### config.mk
export PLATFORM = sky130hd
export DESIGN_NAME = prog_frac_freq_div
export DESIGN_NICKNAME = d
export VERILOG_FILES = /design/src/rtl/prog_frac_freq_div.sv
export SDC_FILE = /design/constraint.sdc
export NUM_CORES = 1
export LEC_CHECK = 0
export BUFFER_PORTS_ARGS = -buffer_cell sky130_fd_sc_hd__buf_2
export CAP_MARGIN = 20
export CORE_UTILIZATION = 35
export DETAILED_ROUTE_END_ITERATION = 6
export PLACE_DENSITY = 0.65
export SYNTH_ARGS = -nofsm -noshare
export SYNTH_HDL_FRONTEND = slang
export SYNTH_SLANG_ARGS = --single-unit
export TNS_END_PERCENT = 100
### constraint.sdc
create_clock -name CLK_in -period 4.87 [get_ports CLK_in]
set_clock_uncertainty 0.2 [all_clocks]
set_input_delay 0 -clock CLK_in [delete_from_list [all_inputs] [get_ports CLK_in]]
set_output_delay 0 -clock CLK_in [all_outputs]
set_load 0.05 [all_outputs]
### src/rtl/prog_frac_freq_div.sv
// Runtime-programmable fractional clock divider.
// Ratio changes land on CLK_out low-phase boundaries; equal ratios gate CLK_in directly.
module prog_frac_freq_div #(
  parameter int W           = 8,
  parameter int DEF_DIV_IN  = 3,
  parameter int DEF_DIV_OUT = 1
) (
  input  logic         CLK_in,
  input  logic         RST,
  input  logic         en,
  input  logic         cfg_valid,
  output logic         cfg_ready,
  input  logic [W-1:0] cfg_div_in,
  input  logic [W-1:0] cfg_div_out,
  output logic         CLK_out,
  output logic         tick,
  output logic         cfg_err,
  output logic         busy
);

  typedef enum logic [1:0] {
    IDLE   = 2'd0,
    RUN    = 2'd1,
    BYPASS = 2'd2
  } state_t;

  localparam logic [W-1:0] RST_IN  = W'(DEF_DIV_IN);
  localparam logic [W-1:0] RST_OUT = W'(DEF_DIV_OUT);

  state_t       state, state_d;
  logic [W:0]   acc, acc_d;
  logic         clk_q, clk_d;
  logic         tick_d, err_d;
  logic [W-1:0] act_in, act_in_d;
  logic [W-1:0] act_out, act_out_d;
  logic         pend_v, pend_v_d;
  logic [W-1:0] pend_in, pend_in_d;
  logic [W-1:0] pend_out, pend_out_d;
  logic         byp_q;

  logic         xfer, legal, tog, leave;
  logic [W+1:0] sum;

  assign cfg_ready = !pend_v;
  assign xfer      = cfg_valid && cfg_ready;
  assign legal     = (cfg_div_out != '0) &&
                     ((cfg_div_in == cfg_div_out) ||
                      ({1'b0, cfg_div_in} >= {cfg_div_out, 1'b0}));
  assign sum       = {1'b0, acc} + {1'b0, act_out, 1'b0};
  assign tog       = sum >= {2'b00, act_in};
  assign busy      = state != IDLE;
  assign CLK_out   = clk_q | (CLK_in & byp_q);

  always_comb begin
    state_d    = state;
    acc_d      = acc;
    clk_d      = clk_q;
    tick_d     = 1'b0;
    err_d      = xfer && !legal;
    act_in_d   = act_in;
    act_out_d  = act_out;
    pend_v_d   = pend_v;
    pend_in_d  = pend_in;
    pend_out_d = pend_out;
    leave      = 1'b0;
    if (xfer && legal && state != IDLE) begin
      pend_v_d   = 1'b1;
      pend_in_d  = cfg_div_in;
      pend_out_d = cfg_div_out;
    end
    unique case (state)
      IDLE: begin
        acc_d = '0;
        clk_d = 1'b0;
        if (xfer && legal) begin
          act_in_d  = cfg_div_in;
          act_out_d = cfg_div_out;
        end else if (pend_v) begin
          act_in_d  = pend_in;
          act_out_d = pend_out;
          pend_v_d  = 1'b0;
        end
        if (en)
          state_d = (act_in_d == act_out_d) ? BYPASS : RUN;
      end
      RUN: begin
        // boundary: falling toggle, or already low with no toggle due
        if ((tog == clk_q) && (pend_v || !en)) begin
          leave = 1'b1;
        end else begin
          acc_d  = tog ? W'(sum - {2'b00, act_in}) : sum[W:0];
          clk_d  = clk_q ^ tog;
          tick_d = tog && !clk_q;
        end
      end
      BYPASS: begin
        acc_d = '0;
        clk_d = 1'b0;
        if ((pend_v || !en) && !byp_q)
          leave = 1'b1;
      end
      default: state_d = IDLE;
    endcase
    if (leave) begin
      acc_d = '0;
      clk_d = 1'b0;
      if (pend_v) begin
        act_in_d  = pend_in;
        act_out_d = pend_out;
        pend_v_d  = 1'b0;
      end
      if (!en)
        state_d = IDLE;
      else
        state_d = (act_in_d == act_out_d) ? BYPASS : RUN;
    end
  end

  always_ff @(posedge CLK_in or negedge RST) begin
    if (!RST) begin
      state    <= IDLE;
      acc      <= '0;
      clk_q    <= 1'b0;
      tick     <= 1'b0;
      cfg_err  <= 1'b0;
      act_in   <= RST_IN;
      act_out  <= RST_OUT;
      pend_v   <= 1'b0;
      pend_in  <= '0;
      pend_out <= '0;
    end else begin
      state    <= state_d;
      acc      <= acc_d;
      clk_q    <= clk_d;
      tick     <= tick_d;
      cfg_err  <= err_d;
      act_in   <= act_in_d;
      act_out  <= act_out_d;
      pend_v   <= pend_v_d;
      pend_in  <= pend_in_d;
      pend_out <= pend_out_d;
    end
  end

  // gate enable only moves while CLK_in is low
  always_ff @(negedge CLK_in or negedge RST) begin
    if (!RST)
      byp_q <= 1'b0;
    else
      byp_q <= (state == BYPASS) && en && !pend_v;
  end

endmodule
==> results of run 1 <==
==> stage by stage <==
step | cell area, um2 | setup slack [ps] | instances
finish | 4750 | 310 | 647
global route | 4750 | 42.0 | 647
CTS | 4730 | 110 | 646
detailed placement | 4250 | 176 | 616
global placement | 4250 | 281 | 616
floorplan | 4010 | 217 | 469
==> cells by family after synthesis <==
group                      synth area share [%]
and+or+nand+nor                            16.1
DFF                                        30.1
xor gates and xnor gates                   8.52
buffers and inverters                      6.40
muxes                                      6.03
adders and majority gates                  10.1
AOI/OAI and AO/OA                          22.8
==> metal layers <==
layer  up-vias  GRT usage (%)
li1       1750              -
met1      1808           25.3
met2       144           33.4
met3        15           3.71
met4         0           6.18
met5         -              0
==> cell usage in the layout (no fill, tap or decap), types with 2 or more instances in the layout <==
cell type	Yosys	final
mux2_2	16	16
a21o_1	2	2
dlygate4sd3_1	0	19
o311ai_1	13	13
dfstp_2	3	3
o22ai_1	14	14
mux2i_1	5	5
o31ai_1	2	2
nand3_1	9	9
inv_1	41	41
buf_2	4	24
fa_1	2	2
nor4_2	2	2
clkbuf_16	0	8
ha_1	29	29
and2_1	4	4
nor2b_1	5	5
bufinv_16	0	3
a31oi_1	5	5
nand2_1	63	63
xnor2_1	9	9
a21boi_0	3	3
nor2_1	17	17
and3_1	3	3
o211ai_1	16	16
nor4_4	2	2
o21bai_1	2	2
o21a_1	3	3
nor3_1	4	3
nand2b_1	3	3
xor2_1	30	30
o21ai_0	38	36
a41o_1	2	2
a21oi_1	13	13
a22o_1	2	2
buf_4	1	7
nor4_1	6	6
dfrtp_1	44	44
o21ai_1	8	10
==> worst min path at each step <==
stage / cells past startpoint / end / from
finish: 3 / pend_v / RST
detailed placement: 2 / cfg_err / RST
floorplan: 0 / acc[0] / RST
global placement: 2 / cfg_err / RST
CTS: 3 / cfg_err / RST
global route: 3 / pend_v / RST
==> layout make-up <==
| class | instances | area [um2] |
|---|---|---|
| Fill cell | 1079 | 6230 |
| Multi-Input combinational cell | 357 | 2560 |
| Sequential cell | 48 | 1200 |
| Tap cell | 140 | 175 |
| Inverter | 41 | 154 |
| Clock buffer | 9 | 205 |
| Clock inverter | 3 | 90.1 |
| Timing Repair Buffer | 49 | 358 |
==> state kept, by name, summed over array words and instances (netlist names) <==
register and cells:
acc 9, cfg_err 1, byp_q 1, act_out 8, state 2, pend_in 8
pend_v 1, pend_out 8, act_in 8, clk_q 1, tick 1
==> worst max-delay path, cell delays in order, from the launching register on <==
cell and delay, ps:
dfstp_2 560, ha_1 190, inv_1 70, fa_1 490, inv_1 50, ha_1 310
nor2b_1 150, o21ai_1 140, a21boi_0 130, o21ai_1 170, a31oi_1 100, o21ai_0 170
nand3_1 120, ha_1 350, a22oi_2 200, nor3_2 70, or3_4 370, or2_2 350
nand4bb_1 190, o211ai_1 100
==> what timing repair did <==
action,4_1_cts,5_1_grt
setup endpoints to repair,0,6
hold endpoints to repair,83,0
hold buffers,19,0
buffers inserted,0,0
gates resized for setup,0,4
==> power by group <==
group / switching, mW / leakage [nW] / internal (mW)
clock: 0.187 / 0.152 / 0.454
sequential: 0.210 / 0.587 / 0.606
combinational: 1.38 / 1.34 / 1.05
total: 1.77 / 2.08 / 2.11
==> summary.txt, run 1 <==
Route
  • Final WL: 11,000 um
  • Max Used Layer: met4
  • First-pass DRT Iterations: 5
  • Post-route DRC: 0
  • DRT met1 WL: 4830 um
  • Wire per inst: 16.9 um
  • DRT iter0 DRCs: 409
  • Post-DRT Antenna Nets: 0
  • WL met2: 5290 um
  • Routed vias/inst: 5.74
  • Met3 wire length: 681 um
  • Via count: 3,717

Synth
  • Post-Syn Area: 4010 um2
  • Yosys reg bits: 48
  • Syn. warnings: 0
  • Post-synthesis sequential area ratio: 30.1%
  • Synth async-reset ratio: 100%
  • Number of synthesized flops with an enable pin: 0
  • Synth Area per Inst: 8.54 um2
  • Dominant synthesized flop cell: dfrtp_1
  • Yosys top cell area share: 27.5%
  • Syn_nets: 520
  • Synth cell types: 64
  • Largest cells by area after synthesis: dfrtp_1 27%, ha_1 9.1%, xor2_1 6.6%
  • Synth cell count leaders: 63 x nand2_1, 44 x dfrtp_1, 41 x inv_1
  • Cells after Synth: 469
  • Most numerous cell in the Yosys netlist: nand2_1
  • Leading area contributor after synthesis: dfrtp_1

Timing
  • Fin. Hold Viols: 0
  • TNS Setup: 0 ps
  • Slew of the pin with the lowest slew margin: 944 ps
  • Slew Limit Fails: 0
  • Fin crit period: 4560 ps
  • Setup repair after global routing missed its margin: false
  • Slew HR: 37.1%
  • Hold Slack: 87.4 ps
  • Tcrit/Tclk final: 93.6%
  • Final setup fails: 0
  • Fmax achieved: 219 MHz

Floorplan
  • Cell row count: 38
  • Die span in y: 109 um
  • CORE AREA: 11,000 um2
  • Die X: 109 um
  • Starting Density: 36.5%
  • Die area: 11,900 um2
  • IO Pins: 25

Worst setup path
  • CP startpoint kind: register
  • Worst EP arrival: 4680 ps
  • R2R cell count: 19
  • Critical Path Sink: acc[7]
  • R2r endpoint: acc[7]
  • Reg2reg start: act_out[0]
  • Crit path capture type: register
  • Setup CP Type: reg2reg
  • Largest fanout on the critical path: 6
  • Crit path launch: act_out[0]
  • Setup slack, reg-to-reg: 310 ps
  • CP Data Required Time: 4990 ps

GRT
  • First-pass GRT wire length: 17,800 um
  • Vias in the first global route: 3,587
  • Largest net degree at the start of global routing: 48
  • Overall Global Routing Usage: 19.7%
  • GRT overflow: 0
  • Antenna violations before repair: 0

Layout
  • Layout cells sized above 1: 15.0%
  • Layout Utilization: 43.2%
  • # diodes: 0
  • Final net count: 557
  • Area Growth Syn to Fin: 18.5%

Clock tree
  • Clk Latency, worst-skew pair: 440 ps
  • Clock transition at path regs: 70 ps
  • TritonCTS clock tree: yes

Power
  • P per Cell Area: 818 nW/um2
  • Tot Pwr: 3.88 mW
  • Pleak: 2.08 nW
  • VDD IR max: 0.644 mV

Job
  • Max-Cap Viols: 0

Place
  • Buffers on Ports: 24
  • HPWL after DPL: 7710 um
  • RD Place Congestion: 0.897

Hold path
  • Hold Crit Class: in2async

Outcome
  • Outcome: finished clean
(Power assumes the default switching activity.)
==> inputs of run 2 (changes only) <==
--- a/config.mk
+++ b/config.mk
@@ -5,6 +5,7 @@
 export SDC_FILE = /design/constraint.sdc
 export NUM_CORES = 1
 export LEC_CHECK = 0
+export ABC_AREA = 1
 export BUFFER_PORTS_ARGS = -buffer_cell sky130_fd_sc_hd__buf_2
 export CAP_MARGIN = 20
 export CORE_UTILIZATION = 35
==> summary.txt, run 2 <==
Worst setup path
  • R2R cell count: 25
  • Worst EP arrival: 4690 ps
  • Setup CP Type: reg2reg
  • CP startpoint kind: register
  • Crit path capture type: register
  • Largest fanout on the critical path: 5
  • CP Data Required Time: 5010 ps

Floorplan
  • Die span in y: 110 um
  • IO Pins: 25
  • Die area: 12,000 um2
  • Cell row count: 38
  • Starting Density: 36.6%
  • CORE AREA: 11,100 um2
  • Die X: 110 um

Synth
  • Yosys top cell area share: 27.1%
  • Post-synthesis sequential area ratio: 29.7%
  • Syn_nets: 621
  • Synth cell types: 39
  • Synth async-reset ratio: 100%
  • Most numerous cell in the Yosys netlist: nand2_1
  • Number of synthesized flops with an enable pin: 0
  • Leading area contributor after synthesis: dfrtp_1
  • Post-Syn Area: 4060 um2
  • Dominant synthesized flop cell: dfrtp_1
  • Synth cell count leaders: 156 x nand2_1, 64 x inv_1, 46 x o21ai_0
  • Syn. warnings: 0
  • Cells after Synth: 570
  • Largest cells by area after synthesis: dfrtp_1 27%, nand2_1 14%, ha_1 8.9%
  • Synth Area per Inst: 7.12 um2
  • Yosys reg bits: 48

Route
  • Via count: 3,907
  • Routed vias/inst: 5.20
  • Wire per inst: 14.0 um
  • Final WL: 10,500 um
  • DRT iter0 DRCs: 310
  • Post-route DRC: 0
  • Post-DRT Antenna Nets: 0
  • First-pass DRT Iterations: 5

Layout
  • Largest Register: acc
  • # diodes: 0
  • Final Cell Area: 4770 um2
  • Commonest cells after routing, fill and taps aside: 155 x nand2_1, 63 x inv_1, 44 x dfrtp_1, 43 x o21ai_0, 34 x nand3_1
  • Max reg flops: 9
  • Area Growth Syn to Fin: 17.6%
  • Commonest non-fill, non-tap cell in the layout: nand2_1
  • Fin cells: 751
  • Fillers: 1,064
  • Layout cells sized above 1: 16.0%
  • Final net count: 661

Place
  • Placed cell area: 4300 um2
  • HPWL after DPL: 7600 um
  • Buffers on Ports: 24
  • Dpl cells: 719
  • RD Place Congestion: 0.875

Timing
  • Tcrit/Tclk final: 93.5%
  • Fin crit period: 4550 ps
  • Slew HR: 43.3%
  • Fmax achieved: 220 MHz
  • Fin. Hold Viols: 0
  • Final setup fails: 0
  • Slew of the pin with the lowest slew margin: 850 ps
  • Slew Limit Fails: 0

GRT
  • Antenna violations before repair: 0
  • GRT overflow: 0
  • Largest net degree at the start of global routing: 48
  • Vias in the first global route: 3,893
  • Overall Global Routing Usage: 19.6%
  • First-pass GRT wire length: 18,400 um

Hold path
  • Hold Crit Class: in2async

Outcome
  • Outcome: finished clean

Clock tree
  • Clock transition at path regs: 70 ps
  • Clk Latency, worst-skew pair: 440 ps
  • TritonCTS clock tree: yes

Job
  • Max-Cap Viols: 0
## run 2: worst max-delay path, stage by stage (launching register included)
cell      delay (ps)
dfstp_2          550
ha_2             180
inv_1             50
fa_2             360
nor2_1           120
nor2_1            50
o21bai_1         200
a21oi_1          100
o21ai_1          200
xnor2_1          140
inv_1             80
ha_1             320
nand2_1           70
a21oi_1           40
a211oi_1         180
nand3_1          150
ha_1             320
a21boi_2         170
a22o_1           210
nand2_2           90
nand3_2          120
nor2_4           200
inv_2             80
a21oi_1          120
o21ai_0          100
nand2_1           80
## run 2: logic make-up after synthesis
group	Yosys count	synth area share, %
AND/OR/NAND/NOR	270	31.3
AO/OA/AOI/OAI	105	14.7
buffers and inverters	91	8.91
flip-flops	48	29.7
adder cells (fa/ha/maj)	31	9.93
XOR/XNOR	25	5.40
## run 2: worst paths after layout
kind | from | endpoint | slack, ps
max | act_out[0] | acc[7] | 320
min | RST | acc[5] | 80
max reg2reg | act_out[0] | acc[7] | 320
min reg2reg | pend_in[6] | pend_in[6] | 280
max in group asynchronous | RST | byp_q | 2340
min in group CLK_in | cfg_div_in[0] | pend_in[0] | 240
## run 2: cell type report
class | instances | area [um2] | share of cell area, %
Timing Repair Buffer | 50 | 365 | 7.66
Clock buffer | 11 | 223 | 4.67
Inverter | 70 | 263 | 5.51
Multi-Input combinational cell | 431 | 2530 | 53.1
Tap cell | 140 | 175 | 3.67
Clock inverter | 1 | 8.76 | 0.184
Sequential cell | 48 | 1200 | 25.2
## run 2: per-stage QoR
stage / worst slack [ps] / setup TNS [ps] / hold slack (ps) / util [%]
after CTS: 11.1 / 0 / 137 / 42.6
after floorplan: 286 / 0 / -496 / -
after detailed placement: 59.8 / 0 / 22.9 / 38.8
after global routing: -3.64 / -3.64 / 183 / 43.1
final: 317 / 0 / 83.8 / 43.1
after global placement: 284 / 0 / 20.4 / 38.8
## run 2: repair_timing
item	CTS	global route
resized for setup	0	16
endpoints found under the hold margin	75	0
hold buffers	19	0
setup buffers	0	2
setup endpoints to repair	0	27
## run 2: metal layers
metal,global-route usage [%],wire length [um],up-vias
met5,0,0,-
met3,2.13,424,14
met4,6.67,146,0
met1,27.3,5100,1810
met2,31.4,4860,118
li1,-,-,1965
Power of run 2 is left out: the tool's default activity adds up to more than one toggle a clock period on the data nets, which glitch-free logic cannot reach.
